File: config.mk
export PLATFORM = sky130hd
export DESIGN_NAME = pong_match_ctrl
export DESIGN_NICKNAME = d
export VERILOG_FILES = /design/src/rtl/pong_pkg.sv /design/src/rtl/pong_serve_timer.sv /design/src/rtl/pong_match_ctrl.sv
export SDC_FILE = /design/constraint.sdc
export NUM_CORES = 1
export LEC_CHECK = 0
export ABC_CLOCK_PERIOD_IN_PS = 2400
export CAP_MARGIN = 20
export CELL_PAD_IN_SITES_DETAIL_PLACEMENT = 1
export CELL_PAD_IN_SITES_GLOBAL_PLACEMENT = 2
export CORE_MARGIN = 2
export CORE_UTILIZATION = 30
export DETAILED_ROUTE_END_ITERATION = 8
export MAX_ROUTING_LAYER = met4
export PLACE_DENSITY = 0.81
export SYNTH_ARGS = -nofsm -noshare
export SYNTH_HDL_FRONTEND = slang
export SYNTH_SLANG_ARGS = --single-unit
File: constraint.sdc
create_clock -name i_Clk -period 2.4 [get_ports i_Clk]
set_input_delay 0.48 -clock i_Clk [delete_from_list [all_inputs] [get_ports i_Clk]]
set_output_delay 0.48 -clock i_Clk [all_outputs]
set_load 0.03 [all_outputs]
File: src/rtl/pong_pkg.sv
// Shared types and key codes for the Pong match sequencer.
// Macro PONG_MATCH_PAUSE_EN adds the PAUSED state.
package pong_pkg;

  typedef enum logic [2:0] {
    ST_IDLE   = 3'd0,
    ST_SERVE  = 3'd1,
    ST_PLAY   = 3'd2,
    ST_POINT  = 3'd3,
    ST_OVER   = 3'd4
`ifdef PONG_MATCH_PAUSE_EN
    ,
    ST_PAUSED = 3'd5
`endif
  } state_e;

  localparam logic [7:0] KEY_ENTER = 8'h0D;
  localparam logic [7:0] KEY_QUIT  = 8'h71;
  localparam logic [7:0] KEY_PAUSE = 8'h70;

  localparam int SERVE_CNT_W = 8;

endpackage

File: src/rtl/pong_serve_timer.sv
// Loadable frame down-counter; o_Done flags the tick that empties it.
// Load wins over a coincident enable.
module pong_serve_timer #(
  parameter int WIDTH = 8
) (
  input  logic             i_Clk,
  input  logic             i_Reset,
  input  logic             i_Load,
  input  logic [WIDTH-1:0] i_Load_Val,
  input  logic             i_Enable,
  output logic             o_Done
);

  logic [WIDTH-1:0] count_q;

  // count down on enabled ticks, never below zero
  always_ff @(posedge i_Clk) begin
    if (i_Reset) begin
      count_q <= '0;
    end else if (i_Load) begin
      count_q <= i_Load_Val;
    end else if (i_Enable && count_q != '0) begin
      count_q <= count_q - WIDTH'(1);
    end
  end

  assign o_Done = i_Enable && !i_Load &&
                  (count_q == WIDTH'(1));

endmodule

File: src/rtl/pong_match_ctrl.sv
// Match sequencer: serve/play/point/over FSM and score keeping.
// Macro PONG_MATCH_PAUSE_EN enables 'p' pause/resume in play.
module pong_match_ctrl
  import pong_pkg::*;
#(
  parameter int WIN_SCORE    = 5,
  parameter int SERVE_FRAMES = 60,
  parameter int SCORE_WIDTH  = 4
) (
  input  logic                   i_Clk,
  input  logic                   i_Reset,
  input  logic                   i_Rx_DV,
  input  logic [7:0]             i_Rx_Byte,
  input  logic                   i_Frame_Start,
  input  logic                   i_Ball_Out,
  input  logic                   i_Out_Side,
  output logic                   o_Start_Play,
  output logic                   o_Game_Reset,
  output logic [SCORE_WIDTH-1:0] o_Score_Left,
  output logic [SCORE_WIDTH-1:0] o_Score_Right,
  output logic                   o_Winner,
  output logic [2:0]             o_State
);

  localparam logic [SCORE_WIDTH-1:0] WIN =
    SCORE_WIDTH'(WIN_SCORE);

  state_e state_q, state_d;
  logic [SCORE_WIDTH-1:0] score_l_d, score_r_d;
  logic winner_d, gr_req, load, clr, serve_done;
  logic key_enter, key_quit;

  assign key_enter = i_Rx_DV && (i_Rx_Byte == KEY_ENTER);
  assign key_quit  = i_Rx_DV && (i_Rx_Byte == KEY_QUIT);

`ifdef PONG_MATCH_PAUSE_EN
  logic key_pause;
  assign key_pause = i_Rx_DV && (i_Rx_Byte == KEY_PAUSE);
`endif

  function automatic logic [SCORE_WIDTH-1:0] sat_inc(
    input logic [SCORE_WIDTH-1:0] s
  );
    return (s >= WIN) ? WIN : s + SCORE_WIDTH'(1);
  endfunction

  pong_serve_timer #(
    .WIDTH(SERVE_CNT_W)
  ) u_serve_timer (
    .i_Clk      (i_Clk),
    .i_Reset    (i_Reset),
    .i_Load     (load),
    .i_Load_Val (SERVE_CNT_W'(SERVE_FRAMES)),
    .i_Enable   (i_Frame_Start && state_q == ST_SERVE),
    .o_Done     (serve_done)
  );

  // next state, score updates and strobe requests
  always_comb begin
    state_d   = state_q;
    score_l_d = o_Score_Left;
    score_r_d = o_Score_Right;
    winner_d  = o_Winner;
    gr_req    = 1'b0;
    load      = 1'b0;
    clr       = 1'b0;
    if (key_quit) begin
      state_d = ST_IDLE;
      clr     = 1'b1;
      gr_req  = 1'b1;
    end else begin
      case (state_q)
        ST_IDLE: begin
          if (key_enter) begin
            state_d = ST_SERVE;
            clr     = 1'b1;
            load    = 1'b1;
          end
        end
        ST_SERVE: begin
          if (serve_done) state_d = ST_PLAY;
        end
        ST_PLAY: begin
          if (i_Ball_Out) begin
            state_d = ST_POINT;
            if (i_Out_Side) score_l_d = sat_inc(o_Score_Left);
            else            score_r_d = sat_inc(o_Score_Right);
          end
`ifdef PONG_MATCH_PAUSE_EN
          else if (key_pause) begin
            state_d = ST_PAUSED;
          end
`endif
        end
`ifdef PONG_MATCH_PAUSE_EN
        ST_PAUSED: begin
          if (key_pause) state_d = ST_PLAY;
        end
`endif
        ST_POINT: begin
          gr_req = 1'b1;
          if (o_Score_Left == WIN || o_Score_Right == WIN) begin
            state_d  = ST_OVER;
            winner_d = (o_Score_Right == WIN);
          end else begin
            state_d = ST_SERVE;
            load    = 1'b1;
          end
        end
        ST_OVER: begin
          if (key_enter) begin
            state_d = ST_SERVE;
            clr     = 1'b1;
            load    = 1'b1;
            gr_req  = 1'b1;
          end
        end
        default: state_d = ST_IDLE;
      endcase
    end
    if (clr) begin
      score_l_d = '0;
      score_r_d = '0;
      winner_d  = 1'b0;
    end
  end

  // registered state and outputs
  always_ff @(posedge i_Clk) begin
    if (i_Reset) begin
      state_q       <= ST_IDLE;
      o_Score_Left  <= '0;
      o_Score_Right <= '0;
      o_Winner      <= 1'b0;
      o_Start_Play  <= 1'b0;
      o_Game_Reset  <= 1'b0;
    end else begin
      state_q       <= state_d;
      o_Score_Left  <= score_l_d;
      o_Score_Right <= score_r_d;
      o_Winner      <= winner_d;
      o_Start_Play  <= (state_d == ST_PLAY);
      o_Game_Reset  <= gr_req && !o_Game_Reset;
    end
  end

  assign o_State = state_q;

endmodule

Yosys cells after proc, flatten, opt, wreduce, memory -nomap -nowiden
Cells that the tools add are included.
W data, S select, Z words.
{ "word_totals": {"elab_cells": 62, "input_bits": 14, "ff_bits": 22, "out_inout_bits": 14} }
{ "classes": {"n_lt_le_gt_ge": 2, "addsub": 3, "n_eq_ne": 10, "mux": 18, "n_reduce_logical": 19, "bitwise_logic": 2} }
{ "op_table": {"columns": ["operator", "count"], "rows": [
  ["$mux W3", 5],
  ["$mux W6", 2],
  ["$pmux W3 S4", 1],
  ["$eq A3 B2 Y1 const B", 3],
  ["$add A4 B1 Y4 const B", 2],
  ["$eq A4 B3 Y1 const B", 2],
  ["$eq A8 B1 Y1 const B", 1],
  ["$eq A8 B4 Y1 const B", 1],
  ["$eq A8 B7 Y1 const B", 1],
  ["$ge A4 B3 Y1 const B", 2],
  ["$mux W4", 2],
  ["$reduce_and A4 Y1", 2],
  ["$reduce_bool A8 Y1", 1],
  ["$sub A8 B1 Y8 const B", 1],
  ["$logic_and A1 B1 Y1", 7],
  ["$mux W1", 6],
  ["$reduce_or A2 Y1", 3],
  ["$pmux W1 S2", 2],
  ["$eq A3 B1 Y1 const B", 1],
  ["$eq A3 B3 Y1 const B", 1],
  ["$logic_not A3 Y1", 1],
  ["$reduce_and A3 Y1", 1],
  ["$logic_not A1 Y1", 2],
  ["$not A1 Y1", 2],
  ["other kinds (2)", 2]
]} }

Longest topological paths before layout
Gate-level depths: netlist of run 1.
{ "logic_depth": {"word_depth": 12, "mapped_depth": 7, "mapped_depth_nobuf": 7} }

Cells and area by module
Synthesis of run 1 repeated with hierarchy kept, for this count alone.
{ "hier_totals": {"cells_unflattened": 164, "hier_area_um2": 1475.2} }
{ "modules_own_cells": {"columns": ["mod", "n_inst", "seq_area_each_um2", "cells_each", "area_each_um2"], "rows": [
  ["pong_match_ctrl", 1, 280.3, 101, 924.6],
  ["pong_serve_timer", 1, 160.2, 63, 550.5]
]} }

Worst setup path after synthesis of run 1
Ideal clock, no wire load.
{ "synth_path": {"path_type": "register to register", "startpoint": "reg state_q[1], in the netlist o_State[1]", "endpoint": "reg o_Score_Right[2]", "path_stages_with_launch": 6, "t_arrival_ns": 1.783, "synth_period_minus_slack_ns": 1.913, "n_path_buf": 1, "setup_time_ns": 0.130, "slack_ns": 0.487, "required_time_ns": 2.270, "path_cell_list": "dfxtp_1 > clkbuf_1 > and4bb_2 > nor3b_1 > and4_1 > nor3_1"} }
{ "synth_between": {"elab_chain_len": 5, "elab_cells_between_ends": 8, "classes_between": "eq/ne (2); mux (2); reduce/logical (4)"} }
{ "synth_lines": {"columns": ["element", "line", "source"], "rows": [
  ["start, declared", "pong_match_ctrl.sv:28", "state_e state_q, state_d;"],
  ["start signal, assigned", "pong_match_ctrl.sv:138", "state_q <= state_d;"],
  ["$eq A3 B3 Y1 / $logic_not A3 Y1 (equally long branches)", "pong_match_ctrl.sv:72", "case (state_q)"],
  ["$reduce_or A2 Y1 (no source line)", null, null],
  ["$mux W1", null, null],
  ["$mux W1", "pong_match_ctrl.sv:67", "if (key_quit) begin"],
  ["$reduce_or A2 Y1 (no source line)", null, null],
  ["end signal, assigned", "pong_match_ctrl.sv:140", "o_Score_Right <= score_r_d;"],
  ["end, declared", "pong_match_ctrl.sv:20", "output logic [SCORE_WIDTH-1:0] o_Score_Right,"]
]} }
Several ways; a longest one is shown, not always the timed one.
A chain may end at the register's enable or synchronous reset.

Final worst setup path of run 1
{ "layout_path": {"startpoint": "reg state_q[2], in the netlist o_State[2]", "endpoint": "out o_State[2]"} }
{ "layout_lines": {"columns": ["element", "line", "source"], "rows": [
  ["end, declared", "pong_match_ctrl.sv:22", "output logic [2:0] o_State"]
]} }
No word-level cell between the ends.

==> results.py, run 1 <==
metrics = {
    "outcome": {
        "outcome": "complete, no violations",
    },
    "detailed_routing": {
        "drc": 0,
        "via_per_inst": 5.204,
        "wire_per_inst_um": 15.38,
        "drt_pre_antenna_iters": 2,
        "drtIter0Drc": 47,
        "antenna_left": 0,
        "vias": 1223,
        "postRouteWirelength_um": 3614,
    },
    "worst_setup_path": {
        "path_cells": "clkdlybuf4s50_1",
        "critPathTopFamily": "buffers and inverters",
        "worstSetupPathType": "flop to output port",
        "cp_slowest_cell": "clkdlybuf4s50_1",
        "cp_max_fo": 11,
        "max_stage_delay_ns": 0.76,
        "required_ns": 1.92,
        "rrSetupSlack_ns": 0.45,
        "path_buf_inv": 1,
        "critPathCaptureType": "output port",
        "arrival_ns": 1.62,
        "cp-start-kind": "flop",
    },
    "min_path": {
        "hold_class": "flop to flop",
    },
    "floorplan": {
        "core_mm2": 0.004324,
        "start_util_pct": 30.73,
        "dieWidth_um": 70.55,
        "die_h_um": 70.55,
        "die_area_mm2": 0.004977,
        "num_io_pins": 28,
        "rows": 24,
    },
    "clocking": {
        "ctsHoldBuffers": 0,
        "numCtsBuffers": 3,
        "post_cts_resized": 0,
        "path_clk_slew_ns": 0.08,
        "h-tree-depth": 1,
        "cts_buffer_depth": 2,
        "root_buffer": "clkbuf_8",
        "clock_latency_ns": 0.26,
        "cts_tree": "built",
        "cts.sinks": 22,
        "post-cts-setup-buffers": 0,
    },
    "synthesis": {
        "synth-async-reset-ratio_pct": 0,
        "netlist_area_mm2": 0.001329,
        "yosys_warnings": 0,
        "avgSynthCellArea_um2": 8.742,
        "ys_seq_elements": 22,
        "synth_edf_count": 0,
        "synth_top_area_share_pct": 33.15,
        "synth.distinct_cells": 44,
        "synthCells": 152,
        "synthesis.nets": 175,
        "synth_largest_area_cell": "dfxtp_1",
        "synthFlopType": "dfxtp_1",
        "synthTopCellsByArea": "dfxtp_1 (33%), ha_1 (8.5%), a21oi_1 (4.9%), nor2_1 (4.2%), nor3_1 (4.1%)",
        "ys_seq_area_share_pct": 33.15,
    },
    "placed_design": {
        "gp_congestion": 0.8462,
        "dp_hpwl_um": 2779,
        "io_buffers": 27,
    },
    "global_routing": {
        "antenna_found_initial": 0,
        "grt_max_degree": 14,
        "grt_first_pass_wirelength_um": 6175,
        "globalRouteOverflowTotal": 0,
        "grt_pass1_vias": 1308,
        "track_usage_pct": 15.78,
    },
    "finish": {
        "drive_gt1_share_pct": 9.290,
        "multi_input_area_um2": 830.8,
        "finalNetCount": 207,
        "fillers": 509,
        "syn_to_final_growth_pct": 30.79,
        "antenna_cells": 0,
        "fin_util_pct": 40.19,
        "regArea_um2": 440.4,
    },
    "flow_run": {
        "drv_cap": 0,
    },
    "timing": {
        "setup_violations": 0,
        "finalSetupTns_ns": 0,
        "max_freq_mhz": 475.7,
        "max_slew_margin_pct": 69.99,
        "rsz0062_at_grt": "no",
        "whs_ns": 0.4309,
        "layout_min_cycle_time_ns": 2.102,
        "timing.final.crit_share_pct": 87.60,
        "clock_skew_ns": 0.006707,
        "finalHoldViolations": 0,
        "report.final.slew_viol_count": 0,
        "worst-slew-pin-transition_ns": 0.4495,
    },
    "power": {
        "p_per_area_mw_per_mm2": 435.4,
        "p_seq_share_pct": 48.3,
        "p_clk_share_pct": 46.4,
        "peakVddDrop_v": 0.0001917,
        "power.internal_mw": 0.6122,
        "switchingPower_mw": 0.1445,
        "power.leakage_nw": 0.6249,
        "p_sw_share_pct": 19.10,
        "pwr-share-comb_pct": 5.4,
    },
}
power groups by stage:
stage | combinational, mW | clock (mW) | sequential [mW]
6_report | 0.0407 | 0.351 | 0.365
5_1_grt | 0.0439 | 0.375 | 0.365
4_1_cts | 0.0411 | 0.361 | 0.365
3_5_place_dp | 0.0411 | 0 | 0.374
3_3_place_gp | 0.0395 | 0 | 0.374
2_1_floorplan | 0.0122 | 0 | 0.374
metrics by stage:
| stage | std cells | setup WS, ns | power [mW] | instance area [um^2] |
|---|---|---|---|---|
| 4_1_cts | 235 | 0.2955 | 0.7670 | 1738 |
| 6_report | 235 | 0.2977 | 0.7567 | 1738 |
| 2_1_floorplan | 152 | 0.4872 | 0.3861 | 1329 |
| 3_3_place_gp | 231 | 0.1652 | 0.4133 | 1667 |
| 5_1_grt | 235 | 0.2595 | 0.7846 | 1738 |
| 3_5_place_dp | 231 | 0.08321 | 0.4149 | 1667 |
metal layers:
metal | wire length, um | track usage, %
met5 | 0 | -
met4 | 53 | 5.451
met1 | 1720 | 19.72
met3 | 72 | 2.279
met2 | 1767 | 26.21
kinds of logic after synthesis:
group,share of synthesized area (%)
buffers and inverters,4.331
AO/OA/AOI/OAI,15.07
AND/OR/NAND/NOR,34.28
flip-flops,33.14
multiplexers,0.7533
XOR/XNOR,3.955
adder cells (fa/ha/maj),8.475
synth_stat cells (all sizes together) (2+ instances only):
| cell type | number |
|---|---|
| a2111oi | 3 |
| a21o | 2 |
| a21oi | 13 |
| a41oi | 3 |
| and2 | 2 |
| and3 | 3 |
| and4 | 2 |
| clkbuf | 3 |
| dfxtp | 22 |
| ha | 9 |
| inv | 8 |
| nand2 | 5 |
| nand2b | 7 |
| nand3 | 6 |
| nand3b | 4 |
| nand4bb | 2 |
| nor2 | 15 |
| nor3 | 12 |
| nor3b | 2 |
| o21ai | 2 |
| or2 | 3 |
| or4 | 2 |
| xnor2 | 2 |
| xor2 | 4 |
worst register-to-register path: cells and delay by family (launching register included):
kind / cells / cell delay (ns)
and+or+nand+nor: 4 / 1.15
DFF: 1 / 0.38
AOI/OAI and AO/OA: 1 / 0.36
layout by cell type (no fill, tap or decap), types with 2 or more instances in the layout:
master | netlist | routed
o21ai_0 | 2 | 2
xnor2_1 | 2 | 2
dfxtp_1 | 22 | 22
nor3_1 | 11 | 11
nor3b_1 | 2 | 2
xor2_1 | 4 | 4
ha_1 | 9 | 9
and3_1 | 3 | 3
a21oi_1 | 13 | 13
clkdlybuf4s50_1 | 0 | 27
and2_1 | 2 | 2
clkbuf_8 | 0 | 3
nor2_1 | 15 | 15
inv_1 | 8 | 8
nand4bb_1 | 2 | 2
and4_1 | 2 | 2
a2111oi_0 | 2 | 2
nand3b_1 | 4 | 4
nand2b_1 | 7 | 7
nand3_1 | 6 | 6
a41oi_1 | 3 | 3
or4_1 | 2 | 2
or2_2 | 3 | 3
buf_4 | 0 | 4
nand2_1 | 5 | 5
layout make-up:
| type | instances | share of cell area, % |
|---|---|---|
| Clock inverter | 1 | 1.728 |
| Tap cell | 52 | 3.744 |
| Clock buffer | 3 | 2.376 |
| Timing Repair Buffer | 31 | 17.28 |
| Sequential cell | 22 | 25.34 |
| Inverter | 8 | 1.728 |
| Multi-Input combinational cell | 118 | 47.80 |
flip-flops by register name, summed over array words and instances, names as in the netlist:
name,cells
o_Score_Right,4
o_Score_Left,4
o_Winner,1
o_State,3
o_Start_Play,1
u_serve_timer.count_q,8
o_Game_Reset,1
worst paths after layout:
kind                             from  cells past startpoint           end
min reg2reg              o_Game_Reset                      1  o_Game_Reset
min                      o_Game_Reset                      1  o_Game_Reset
max                        o_State[2]                      1    o_State[2]
max reg2reg  u_serve_timer.count_q[3]                      5  o_Start_Play
Note: power is estimated with default switching activity, not from simulation.
==> run 2: changes to the inputs <==
--- a/config.mk
+++ b/config.mk
@@ -5,7 +5,6 @@
 export SDC_FILE = /design/constraint.sdc
 export NUM_CORES = 1
 export LEC_CHECK = 0
-export ABC_CLOCK_PERIOD_IN_PS = 2400
 export CAP_MARGIN = 20
 export CELL_PAD_IN_SITES_DETAIL_PLACEMENT = 1
 export CELL_PAD_IN_SITES_GLOBAL_PLACEMENT = 2
==> results of run 2 <==
Same layout as run 1: the final DEF is identical, and so are final timing and power.
